--- src/rtl/counter_sched_if.sv ---
// rtl/counter_sched_if.sv - requester/counter bundle shared by counter_sched and its peers
//
// Purpose: groups the request/grant handshake and the shared-counter control
// lines of the round-robin counter scheduler into one interface.
//
// Signals:
//   req      requester -> sched  NREQ     level request per requester
//   tgt      requester -> sched  NREQ*CW  target count, requester i at [i*CW +: CW]
//   cnt_val  counter   -> sched  CW       current value of the shared counter
//   cnt_clr  sched -> counter    1        synchronous clear, active high
//   cnt_en   sched -> counter    1        count enable
//   gnt      sched -> requester  NREQ     one-hot grant, zero when idle
//   done     sched -> requester  NREQ     one-cycle completion pulse
//   busy     sched -> requester  1        scheduler is not idle
//
// Modports: master = requesters plus counter (environment side),
//           slave  = the scheduler itself.

interface counter_sched_if #(
  parameter int NREQ = 4,
  parameter int CW   = 4
);
  logic [NREQ-1:0]    req;
  logic [NREQ*CW-1:0] tgt;
  logic [CW-1:0]      cnt_val;
  logic               cnt_clr;
  logic               cnt_en;
  logic [NREQ-1:0]    gnt;
  logic [NREQ-1:0]    done;
  logic               busy;

  modport master (
    output req, tgt, cnt_val,
    input  cnt_clr, cnt_en, gnt, done, busy
  );

  modport slave (
    input  req, tgt, cnt_val,
    output cnt_clr, cnt_en, gnt, done, busy
  );
endinterface

--- src/rtl/counter_sched.sv ---
// rtl/counter_sched.sv - round-robin scheduler sharing one up-counter among NREQ requesters
//
// Purpose: grants the shared counter to one requester at a time, clears it,
// enables it until the owner's latched target is reached, then pulses the
// owner's done. Requests are served round-robin starting after the last owner.
//
// Ports:
//   clk   input   rising-edge clock
//   rst   input   asynchronous active-low reset
//   bus   slave   counter_sched_if: req/tgt/cnt_val in, cnt_clr/cnt_en/gnt/done/busy out

module counter_sched #(
  parameter int NREQ = 4,
  parameter int CW   = 4
) (
  input  logic            clk,
  input  logic            rst,
  counter_sched_if.slave  bus
);

  localparam int IW = (NREQ > 1) ? $clog2(NREQ) : 1;

  typedef enum logic [1:0] {
    IDLE  = 2'd0,
    CLEAR = 2'd1,
    RUN   = 2'd2,
    DONE  = 2'd3
  } state_t;

  state_t                    state, state_nxt;
  logic [IW-1:0]             owner, owner_nxt;
  logic [IW-1:0]             last, last_nxt;
  logic [CW-1:0]             tgt_q, tgt_nxt;

  logic [NREQ-1:0][CW-1:0]   tgt_arr;
  logic                      pick_valid;
  logic [IW-1:0]             pick;
  logic                      owner_req;
  logic                      at_tgt;

  assign tgt_arr   = bus.tgt;
  assign owner_req = bus.req[owner];
  assign at_tgt    = (bus.cnt_val == tgt_q);

  // Round-robin search: first active request strictly after the last owner,
  // wrapping, so the previous owner is always considered last.
  always_comb begin
    int idx;
    pick_valid = 1'b0;
    pick       = '0;
    idx        = 0;
    for (int k = 1; k <= NREQ; k++) begin
      idx = (int'(last) + k) % NREQ;
      if (!pick_valid && bus.req[idx[IW-1:0]]) begin
        pick_valid = 1'b1;
        pick       = idx[IW-1:0];
      end
    end
  end

  // State register.
  always_ff @(posedge clk or negedge rst) begin
    if (!rst) begin
      state <= IDLE;
      owner <= '0;
      last  <= IW'(NREQ - 1);
      tgt_q <= '0;
    end else begin
      state <= state_nxt;
      owner <= owner_nxt;
      last  <= last_nxt;
      tgt_q <= tgt_nxt;
    end
  end

  // Next-state logic. Dropping the owner's request before DONE abandons the
  // run without a done pulse, but still advances the round-robin pointer so
  // the aborting requester does not keep top priority.
  always_comb begin
    state_nxt = state;
    owner_nxt = owner;
    last_nxt  = last;
    tgt_nxt   = tgt_q;
    case (state)
      IDLE: begin
        if (pick_valid) begin
          state_nxt = CLEAR;
          owner_nxt = pick;
          tgt_nxt   = tgt_arr[pick];
        end
      end
      CLEAR: begin
        if (!owner_req) begin
          state_nxt = IDLE;
          last_nxt  = owner;
        end else begin
          state_nxt = RUN;
        end
      end
      RUN: begin
        if (!owner_req) begin
          state_nxt = IDLE;
          last_nxt  = owner;
        end else if (at_tgt) begin
          state_nxt = DONE;
        end
      end
      DONE: begin
        state_nxt = IDLE;
        last_nxt  = owner;
      end
      default: state_nxt = IDLE;
    endcase
  end

  // Output decode. cnt_en drops in the same cycle the counter shows the
  // target, so the counter stops exactly at tgt_q and never wraps.
  always_comb begin
    bus.cnt_clr = 1'b0;
    bus.cnt_en  = 1'b0;
    bus.gnt     = '0;
    bus.done    = '0;
    bus.busy    = 1'b0;
    case (state)
      CLEAR: begin
        bus.cnt_clr    = 1'b1;
        bus.gnt[owner] = 1'b1;
        bus.busy       = 1'b1;
      end
      RUN: begin
        bus.cnt_en     = !at_tgt;
        bus.gnt[owner] = 1'b1;
        bus.busy       = 1'b1;
      end
      DONE: begin
        bus.done[owner] = 1'b1;
        bus.gnt[owner]  = 1'b1;
        bus.busy        = 1'b1;
      end
      default: ;
    endcase
  end

endmodule

--- src/flat_wrapper.sv ---
// flat-port wrapper written by rule: the top's interface ports become plain ports
module counter_sched_flat 
#(
  parameter int NREQ = 4,
  parameter int CW   = 4
)
  (clk, rst, bus_req, bus_tgt, bus_cnt_val, bus_cnt_clr, bus_cnt_en, bus_gnt, bus_done, bus_busy);
  counter_sched_if #(.NREQ(NREQ), .CW(CW)) bus_i ();
  input  logic clk;
  input  logic rst;
  input wire logic [$bits(bus_i.req)-1:0] bus_req;
  input wire logic [$bits(bus_i.tgt)-1:0] bus_tgt;
  input wire logic [$bits(bus_i.cnt_val)-1:0] bus_cnt_val;
  output wire logic [$bits(bus_i.cnt_clr)-1:0] bus_cnt_clr;
  output wire logic [$bits(bus_i.cnt_en)-1:0] bus_cnt_en;
  output wire logic [$bits(bus_i.gnt)-1:0] bus_gnt;
  output wire logic [$bits(bus_i.done)-1:0] bus_done;
  output wire logic [$bits(bus_i.busy)-1:0] bus_busy;
  assign bus_i.req = bus_req;
  assign bus_i.tgt = bus_tgt;
  assign bus_i.cnt_val = bus_cnt_val;
  assign bus_cnt_clr = bus_i.cnt_clr;
  assign bus_cnt_en = bus_i.cnt_en;
  assign bus_gnt = bus_i.gnt;
  assign bus_done = bus_i.done;
  assign bus_busy = bus_i.busy;
  counter_sched #(.NREQ(NREQ), .CW(CW)) u_core (.clk(clk), .rst(rst), .bus(bus_i));
endmodule
--- config.mk ---
export PLATFORM = sky130hd
export DESIGN_NAME = counter_sched_flat
export DESIGN_NICKNAME = d
export VERILOG_FILES = /design/src/rtl/counter_sched_if.sv /design/src/rtl/counter_sched.sv /design/src/flat_wrapper.sv
export SDC_FILE = /design/constraint.sdc
export NUM_CORES = 1
export LEC_CHECK = 0
export CAP_MARGIN = 25
export CORE_MARGIN = 1.5
export CORE_UTILIZATION = 42
export CTS_CLUSTER_SIZE = 10
export DETAILED_ROUTE_END_ITERATION = 10
export PLACE_DENSITY = 0.8
export SYNTH_ARGS = -nofsm -noshare
export SYNTH_HDL_FRONTEND = slang
export SYNTH_SLANG_ARGS = --single-unit
--- constraint.sdc ---
create_clock -name clk -period 1.9 [get_ports clk]
set_input_delay 0.38 -clock clk [delete_from_list [all_inputs] [get_ports clk]]
set_output_delay 0.38 -clock clk [all_outputs]
set_load 0.01 [all_outputs]
* Word level (Yosys, flattened, before mapping)
Cells that the tools add are included.
** Operators by class
- Equality and inequality tests :: 7
- $lt $le $gt $ge :: 7
- Reductions and logical operators :: 15
- Add/subtract/negate cells :: 4
- Muxes and demuxes :: 34
** Operators by type and width (count)
- $lt A2 B3 Y1 const B :: 6
- $mux W2 :: 9
- $mux W1 :: 13
- $mux W4 :: 3
- $bmux W1 S2 :: 5
- $bmux W4 S2 :: 1
- $pmux W2 S4 :: 1
- $reduce_and A2 Y1 :: 3
- $add A2 B1 Y2 const B :: 2
- $add A2 B2 Y2 const B :: 2
- $eq A2 B2 Y1 const B :: 2
- $eq A4 B4 Y1 :: 1
- $logic_and A1 B1 Y1 :: 4
- $logic_not A1 Y1 :: 4
- $pmux W2 S2 :: 1
- $ne A3 B3 Y1 const B :: 1
- $reduce_or A3 Y1 :: 1
- $demux W1 S2 :: 1
- $eq A2 B1 Y1 const B :: 1
- $ge A2 B1 Y1 const B :: 1
- $logic_not A2 Y1 :: 1
- $ne A2 B1 Y1 const B :: 1
- $ne A2 B2 Y1 const B :: 1
- $reduce_bool A2 Y1 :: 1
- $reduce_or A2 Y1 :: 1
** Storage, ports and cells
- Word-level logic and storage cells :: 71
- Flip-flop bits (word level) :: 10
- Output and inout bits :: 11

* Depth between registers and ports, before layout
Gate-level depths: netlist (run 1).
- Depth in word-level cells :: 15
- Mapped depth :: 7
- Gate-level depth less buffers :: 6

* Worst setup path before layout (run 1)
OpenSTA, ideal clock, no wires.
- Kind :: register to register
- Start point :: reg u_core.last[0]
- End point :: reg u_core.tgt_q[2]
- Stages on the path, launching flop included :: 8
- Arrival :: 1382 ps
- Setup slack :: 384 ps
- Required time :: 1766 ps
- Clock period less this slack :: 1516 ps
- Cells stage by stage :: dfstp_2 -> nand2b_1 -> a21bo_1 -> buf_6 -> and3_1 -> buf_6 -> mux2i_1 -> o211ai_1
** Between the ends
- Word-level cells in the longest chain between the ends :: 15
** RTL lines
- from (decl) :: RTL line counter_sched.sv:32 : logic [IW-1:0] last, last_nxt;
- from (signal assigned) :: RTL line counter_sched.sv:66 : last <= IW'(NREQ - 1);
- from (signal assigned) :: RTL line counter_sched.sv:71 : last <= last_nxt;
- $add A2 B1 Y2 :: RTL line counter_sched.sv:53 : idx = (int'(last) + k) % NREQ;
- $bmux W1 S2 :: RTL line counter_sched.sv:54 : if (!pick_valid && bus.req[idx[IW-1:0]]) begin
- $mux W1 (not written as such) :: RTL line counter_sched.sv:54
- $mux W1 :: RTL line counter_sched.sv:54
- $logic_not A1 Y1 :: RTL line counter_sched.sv:54
- $logic_and A1 B1 Y1 :: RTL line counter_sched.sv:54
- $mux W1 :: RTL line counter_sched.sv:54
- $logic_not A1 Y1 :: RTL line counter_sched.sv:54
- $logic_and A1 B1 Y1 :: RTL line counter_sched.sv:54
- $mux W1 :: RTL line counter_sched.sv:54
- $logic_not A1 Y1 :: RTL line counter_sched.sv:54
- $logic_and A1 B1 Y1 :: RTL line counter_sched.sv:54
- $mux W2 :: RTL line counter_sched.sv:54
- $bmux W4 S2 :: RTL line counter_sched.sv:89 : tgt_nxt = tgt_arr[pick];
- $mux W4 (not written as such) :: RTL line counter_sched.sv:89
- to (signal assigned) :: RTL line counter_sched.sv:72 : tgt_q <= tgt_nxt;
- to (decl) :: RTL line counter_sched.sv:33 : logic [CW-1:0] tgt_q, tgt_nxt;
Several ways; a longest one is shown, not always the timed one. The select of a mux whose other input is x is not followed.
A chain may end at the register's enable or synchronous reset.

* Worst setup path after layout (run 1)
- Start point :: in bus_cnt_val[1]
- End point :: out bus_cnt_en
** Between the ends
- Word-level cells in the longest chain between the ends :: 3
** RTL lines
- from (decl) :: RTL line flat_wrapper.sv:13 : input wire logic [$bits(bus_i.cnt_val)-1:0] bus_cnt_val;
- $eq A4 B4 Y1 :: RTL line counter_sched.sv:43 : assign at_tgt = (bus.cnt_val == tgt_q);
- $logic_not A1 Y1 :: RTL line counter_sched.sv:131 : bus.cnt_en = !at_tgt;
- $mux W1 :: RTL line counter_sched.sv:124 : case (state)
- to (decl) :: RTL line flat_wrapper.sv:15 : output wire logic [$bits(bus_i.cnt_en)-1:0] bus_cnt_en;
Every way passes these cells.

==> results of run 1 <==
## cell usage after synthesis (2+ instances only)
| master | count | area (sq um) |
|---|---|---|
| a21oi_1 | 3 | 15.01 |
| a31oi_1 | 5 | 31.28 |
| and3_1 | 3 | 18.77 |
| and3b_1 | 2 | 17.52 |
| and4_2 | 4 | 40.04 |
| buf_6 | 2 | 22.52 |
| clkbuf_1 | 2 | 7.510 |
| dfrtp_1 | 8 | 200.2 |
| dfstp_2 | 2 | 52.55 |
| ha_1 | 4 | 50.05 |
| inv_1 | 7 | 26.28 |
| mux2_2 | 2 | 22.52 |
| mux2i_1 | 4 | 40.04 |
| nand2_1 | 8 | 30.03 |
| nand2b_1 | 5 | 31.28 |
| nor2_1 | 2 | 7.510 |
| nor3b_1 | 3 | 22.52 |
| o211ai_1 | 6 | 45.04 |
| o21ai_0 | 5 | 25.02 |
| xor2_1 | 4 | 35.03 |
## area by class of cell
cell class	instances	area [sq um]
tap	27	33.78
clock buffer	4	36.28
inverter	7	26.28
sequential	10	252.7
fill	166	574.3
multi-input combinational	72	565.5
timing repair buffer	49	452.9
## kinds of logic (layout without fill, tap and decap cells)
| kind of cell | count (synthesis) | after routing | synth area share [%] |
|---|---|---|---|
| multiplexers | 7 | 7 | 9.855 |
| AO/OA/AOI/OAI | 27 | 27 | 22.32 |
| XOR/XNOR | 4 | 4 | 4.058 |
| AND/OR/NAND/NOR | 30 | 30 | 21.60 |
| flip-flops | 10 | 10 | 29.28 |
| buffers and inverters | 12 | 60 | 7.102 |
| adder cells (fa/ha/maj) | 4 | 4 | 5.797 |
## per-stage QoR
step	setup TNS (ns)	cells	cell area, sq um	setup slack [ns]	utilization [%]
after detailed placement	-1.557	165	1320	-0.3456	67.98
final	0	169	1368	0.04423	70.43
after CTS	-0.01067	169	1353	-0.007312	69.65
after floorplan	0	94	863.3	0.3842	-
after global placement	-1.240	165	1320	-0.3412	67.98
after global routing	0	169	1368	0.006710	70.43
## worst max-delay path, cell delays in order
cell	delay, ns
clkdlybuf4s50_1	0.41
xor2_1	0.15
o41a_1	0.38
buf_2	0.15
## state kept, by name (all words and copies together), names as in the netlist
register and count:
u_core.last 2, u_core.owner 2, u_core.state 2, u_core.tgt_q 4
## what timing repair did
action / 4_1_cts / 5_1_grt
cloned: 0 / 0
setup endpoints to repair: 10 / 10
gates resized for setup: 17 / 8
endpoints found under the hold margin: 0 / 0
pin swaps: 0 / 2
buffers inserted: 0 / 0
## layer usage
| layer | GRT usage (%) | part of all wire, % | vias to the layer above |
|---|---|---|---|
| li1 | - | - | 440 |
| met1 | 20.79 | 43 | 415 |
| met2 | 35.42 | 54 | 20 |
| met3 | 0.9259 | 2.1 | 2 |
| met4 | 7.143 | 0.89 | 0 |
| met5 | 0 | 0 | - |
## power by group
group / switching, uW / total, uW / internal [uW]
clock: 73.8 / 190 / 116
combinational: 443 / 1010 / 568
sequential: 124 / 458 / 334
## how the worst max path moves through the flow
stage | slack (ns) | start | cells past startpoint | endpoint
6_report | 0.04 | bus_cnt_val[1] | 4 | bus_cnt_en
3_3_place_gp | -0.34 | bus_cnt_val[3] | 4 | bus_cnt_en
5_1_grt | 0.007 | u_core.state[1] | 4 | bus_done[3]
2_1_floorplan | 0.38 | u_core.last[0] | 7 | u_core.tgt_q[2]
4_1_cts | -0.007 | bus_cnt_val[3] | 4 | bus_cnt_en
3_5_place_dp | -0.35 | bus_cnt_val[3] | 4 | bus_cnt_en
==> summary.txt, run 1 <==
commonest non-fill, non-tap cell in the layout -> clkdlybuf4s50_1
Die W -> 48.34 um
worst skew pair latency -> 0.26 ns
global-route usage over all layers -> 18.24%
maximum VDD drop -> 0.0006988 V
Slew Limit Headroom -> 69.89%
Port Buf Inserts -> 36
Starting Density -> 44.46%
Via density -> 5.189
first-pass GRT wire length -> 3429 um
Max Slew Vio Count -> 0
CP max FO -> 2
initial antenna violation count -> 0
post-synthesis async set-or-reset flop share -> 100.0%
gr ovfl total -> 0
CP startpoint kind -> input pin
CTS tree -> built
fmax -> 0.5389 GHz
wire per inst -> 11.98 um
Mapped Cells -> 94
CTS sink cnt -> 10
RSZ-0062 raised after global routing -> false
synth-to-layout area growth -> 58.41%
Min-Delay Path Class -> in -> async
EDFF count, synth -> 0
Post-route DRC -> 0
core footprint -> 1942 sq um
worst r2r src -> u_core.owner[0]
Fin. Hold Viols -> 0
crit share post-route -> 97.67%
slew at the pin closest to its max-slew limit -> 0.4502 ns
Iter 0 DRT Violations -> 13
RD Place Congestion -> 0.7523
Min Hold Slack -> 0.4291 ns
number of global-route vias before repair -> 844
mean post-synth cell area -> 9.184 sq um
cts hold-fix bufs -> 0
run status -> complete, no violations
total CTS buffers -> 3
largest net degree at the start of global routing -> 12
clock transition at the registers of the reported paths -> 0.07 ns
mapped cell area -> 863.3 sq um
total power -> 1660 uW
Yosys reg bits -> 10
ys flop type -> dfrtp_1
layout cells sized above 1 -> 24.65%
Setup-failing EPs final -> 0
Tmin final -> 1.856 ns
Worst R2R Path Depth -> 3
skew final -> 0.001727 ns
commonest non-fill, non-tap cells in the layout -> clkdlybuf4s50_1 (23), buf_4 (13), nand2_1 (8), dfrtp_1 (8)
reg2reg end -> u_core.last[1]
nets@finish -> 173
die area -> 2337 sq um
Synth cell types -> 33
fraction of the yosys area taken by sequential cells -> 29.28%
Antenna diodes -> 0
Max Cap Viol -> 0
CTS H-Tree Depth -> 1
reg2reg setup slack -> 0.19 ns
Synthesized Nets -> 124
WP data required -> 1.52 ns
Routed Antenna Nets -> 0
Ports -> 37
Cell Pwr Density -> 1214 nW/um^2
Ys Warns -> 0
clk root buf -> clkbuf_4
routed vias -> 877
Leak -> 0.0006515 uW
HPWL Detailed -> 1714 um
worst-case clock buffer depth -> 2
die outline height -> 48.34 um
drt total wl -> 2024 um
drt pass-1 iters -> 4
Worst Path Arrival -> 1.48 ns
CP Class -> in -> out
CP Capture Type -> primary output
# rows -> 16
(Power assumes the default switching activity.)
==> inputs of run 2 (changes only) <==
Settings changed: CELL_PAD_IN_SITES_DETAIL_PLACEMENT set to 1, CELL_PAD_IN_SITES_GLOBAL_PLACEMENT set to 2, CORE_UTILIZATION 42 to 23, HOLD_SLACK_MARGIN set to 0.08, PLACE_DENSITY 0.8 to unset, PLACE_DENSITY_LB_ADDON set to 0.1.
==> run 2 against run 1 <==
  * Global-route usage fell by 5.5 points
  * Via count is 1.5% higher
  * Sequential share of layout area is 0.74 points lower
  * Non-clock buffer count increased by 1
  * Fmax grew 2.0%
  * Combinational power up 4%
  * Final area is 5.2% higher
  * Clock power increased by 21%
  * Worst hold slack improved by 0.059 ns
  * Critical endpoint is now bus_gnt[3]
  * Highest routed layer unchanged
==> summary.txt, run 2 (synthesis gave the netlist of run 1 again) <==
Leak -> 0.0007295 uW (was 0.0006515 uW)
WP data required -> 1.52 ns (about the same)
maximum VDD drop -> 0.0004487 V (was 0.0006988 V)
WL met1 -> 1228 um (was 872 um)
DR WL met3 -> 85 um (was 42 um)
Min Hold Slack -> 0.4880 ns (was 0.4291 ns)
CTS tree -> built (unchanged)
layout cells sized above 1 -> 26.57% (was 24.65%)
met2 WL post-DR -> 1213 um (was 1091 um)
CP max FO -> 5 (was 2)
top routing layer in use -> met4 (unchanged)
gr ovfl total -> 0 (unchanged)
wire per inst -> 13.37 um (was 11.98 um)
Starting Density -> 23.76% (was 44.46%)
final setup TNS -> 0 ns (unchanged)
number of global-route vias before repair -> 880 (was 844)
cts hold-fix bufs -> 0 (unchanged)
Cell Pwr Density -> 1217 nW/um^2 (was 1214 nW/um^2)
fmax -> 0.5495 GHz (was 0.5389 GHz)
drt total wl -> 2554 um (was 2024 um)
Max Cap Viol -> 0 (unchanged)
final instance area -> 1439 sq um (was 1368 sq um)
first-pass GRT wire length -> 4098 um (was 3429 um)
run status -> complete, no violations (unchanged)
# rows -> 22 (was 16)
die outline height -> 64.27 um (was 48.34 um)
slew at the pin closest to its max-slew limit -> 0.5056 ns (was 0.4502 ns)
global-route usage over all layers -> 12.79% (was 18.24%)
CP Class -> reg -> out (was in -> out)
worst skew pair latency -> 0.23 ns (was 0.26 ns)
commonest non-fill, non-tap cell in the layout -> clkdlybuf4s50_1 (unchanged)
Worst Path Arrival -> 1.44 ns (was 1.48 ns)
Tmin final -> 1.820 ns (was 1.856 ns)
Top reg by flops -> u_core.tgt_q (unchanged)
Die W -> 64.27 um (was 48.34 um)
max reg flops -> 4 (unchanged)
crit share post-route -> 95.78% (was 97.67%)
CTS sink cnt -> 10 (unchanged)
Max Slew Vio Count -> 0 (unchanged)
Min-Delay Path Class -> in -> async (unchanged)
RSZ-0062 raised after global routing -> false (unchanged)
Ports -> 37 (unchanged)
RD Place Congestion -> 0.7278 (was 0.7523)
Post-route DRC -> 0 (unchanged)
synth-to-layout area growth -> 66.67% (was 58.41%)
clock transition at the registers of the reported paths -> 0.05 ns (was 0.07 ns)
Port Buf Inserts -> 36 (unchanged)
placed instance count -> 184 (was 165)
core footprint -> 3633 sq um (was 1942 sq um)
die area -> 4130 sq um (was 2337 sq um)
initial antenna violation count -> 0 (unchanged)
Antenna diodes -> 0 (unchanged)
routed vias -> 890 (was 877)
CP startpoint kind -> flip-flop (was input pin)
Slew Limit Headroom -> 66.19% (was 69.89%)
CP Capture Type -> primary output (unchanged)
Via density -> 4.660 (was 5.189)
nets@finish -> 174 (was 173)
CTS H-Tree Depth -> 1 (unchanged)
total CTS buffers -> 3 (unchanged)
skew final -> 0.001023 ns (was 0.001727 ns)
largest net degree at the start of global routing -> 12 (unchanged)
worst-case clock buffer depth -> 2 (unchanged)
Routed Antenna Nets -> 0 (unchanged)
Setup-failing EPs final -> 0 (unchanged)
drt pass-1 iters -> 4 (unchanged)
HPWL Detailed -> 2030 um (was 1714 um)
Placed Area -> 1331 sq um (was 1320 sq um)
final cell count without fillers -> 191 (was 169)
clk root buf -> clkbuf_8 (was clkbuf_4)
Iter 0 DRT Violations -> 11 (was 13)
commonest non-fill, non-tap cells in the layout -> clkdlybuf4s50_1 (19), buf_4 (14), nand2_1 (8), dlygate4sd2_1 (8), dlymetal6s2s_1 (8) (was clkdlybuf4s50_1 (23), buf_4 (13), nand2_1 (8), dfrtp_1 (8))
Fin. Hold Viols -> 0 (unchanged)
run 2: repair_timing:
| item | CTS | global route |
|---|---|---|
| pin swaps | 2 | 1 |
| setup endpoints to repair | 10 | 13 |
| setup buffers | 2 | 1 |
| resized for setup | 18 | 14 |
run 2: worst max-delay path: stages, from the launching register on:
cell and delay, ns:
dfrtp_1 0.42, inv_2 0.12, ha_4 0.17, inv_1 0.05
and3_1 0.16, dlygate4sd2_1 0.28
run 2: area by class of cell:
class,instances,area (sq um)
fill,438,2195
clock buffer,4,45.04
sequential,10,255.2
inverter,7,26.28
multi-input combinational,72,581.8
timing repair buffer,50,470.5
tap,48,60.06
run 2: final timing paths:
check / start / to / slack, ns / depth (start not counted)
max in group asynchronous: rst / u_core.owner[1] / 1.05 / 1
min reg2reg: u_core.tgt_q[0] / u_core.tgt_q[0] / 0.53 / 2
max: u_core.state[0] / bus_gnt[3] / 0.08 / 5
min in group clk: u_core.tgt_q[0] / u_core.tgt_q[0] / 0.53 / 2
max reg2reg: u_core.owner[0] / u_core.last[1] / 0.21 / 3
min: rst / u_core.tgt_q[0] / 0.49 / 1
run 2: per-layer routing:
metal,vias to the layer above,track usage [%]
met1,425,16.24
met3,2,1.761
met2,20,21.48
met5,-,0
li1,443,-
met4,0,5.585
run 2: power by group:
part           switching [uW]  internal (uW)  total, uW
logic                     469            577       1050
clock network            82.7            147        230
registers                 137            339        476
total                     688           1060       1750
run 2: per-stage QoR:
| step | util, % | total power [uW] | worst slack [ns] |
|---|---|---|---|
| final | 39.60 | 1752 | 0.08024 |
| after global routing | 39.60 | 1902 | 0.01177 |
| after CTS | 38.60 | 1762 | -0.0002086 |
| after detailed placement | 36.64 | 1498 | -0.3671 |
| after global placement | 36.64 | 1470 | -0.3597 |
| after floorplan | - | 1085 | 0.3842 |
==> inputs of run 3 (changes only) <==
Settings changed: MAX_ROUTING_LAYER set to met4.
==> results of run 3 <==
Final layout, timing and power as in run 2 (identical DEF).
Among the figures that moved: final weighted congestion in routability-driven placement 0.7278 -> 0.7365; via count of the first global-routing pass 880 -> 879; overall routing resource usage 12.79% -> 13.13%
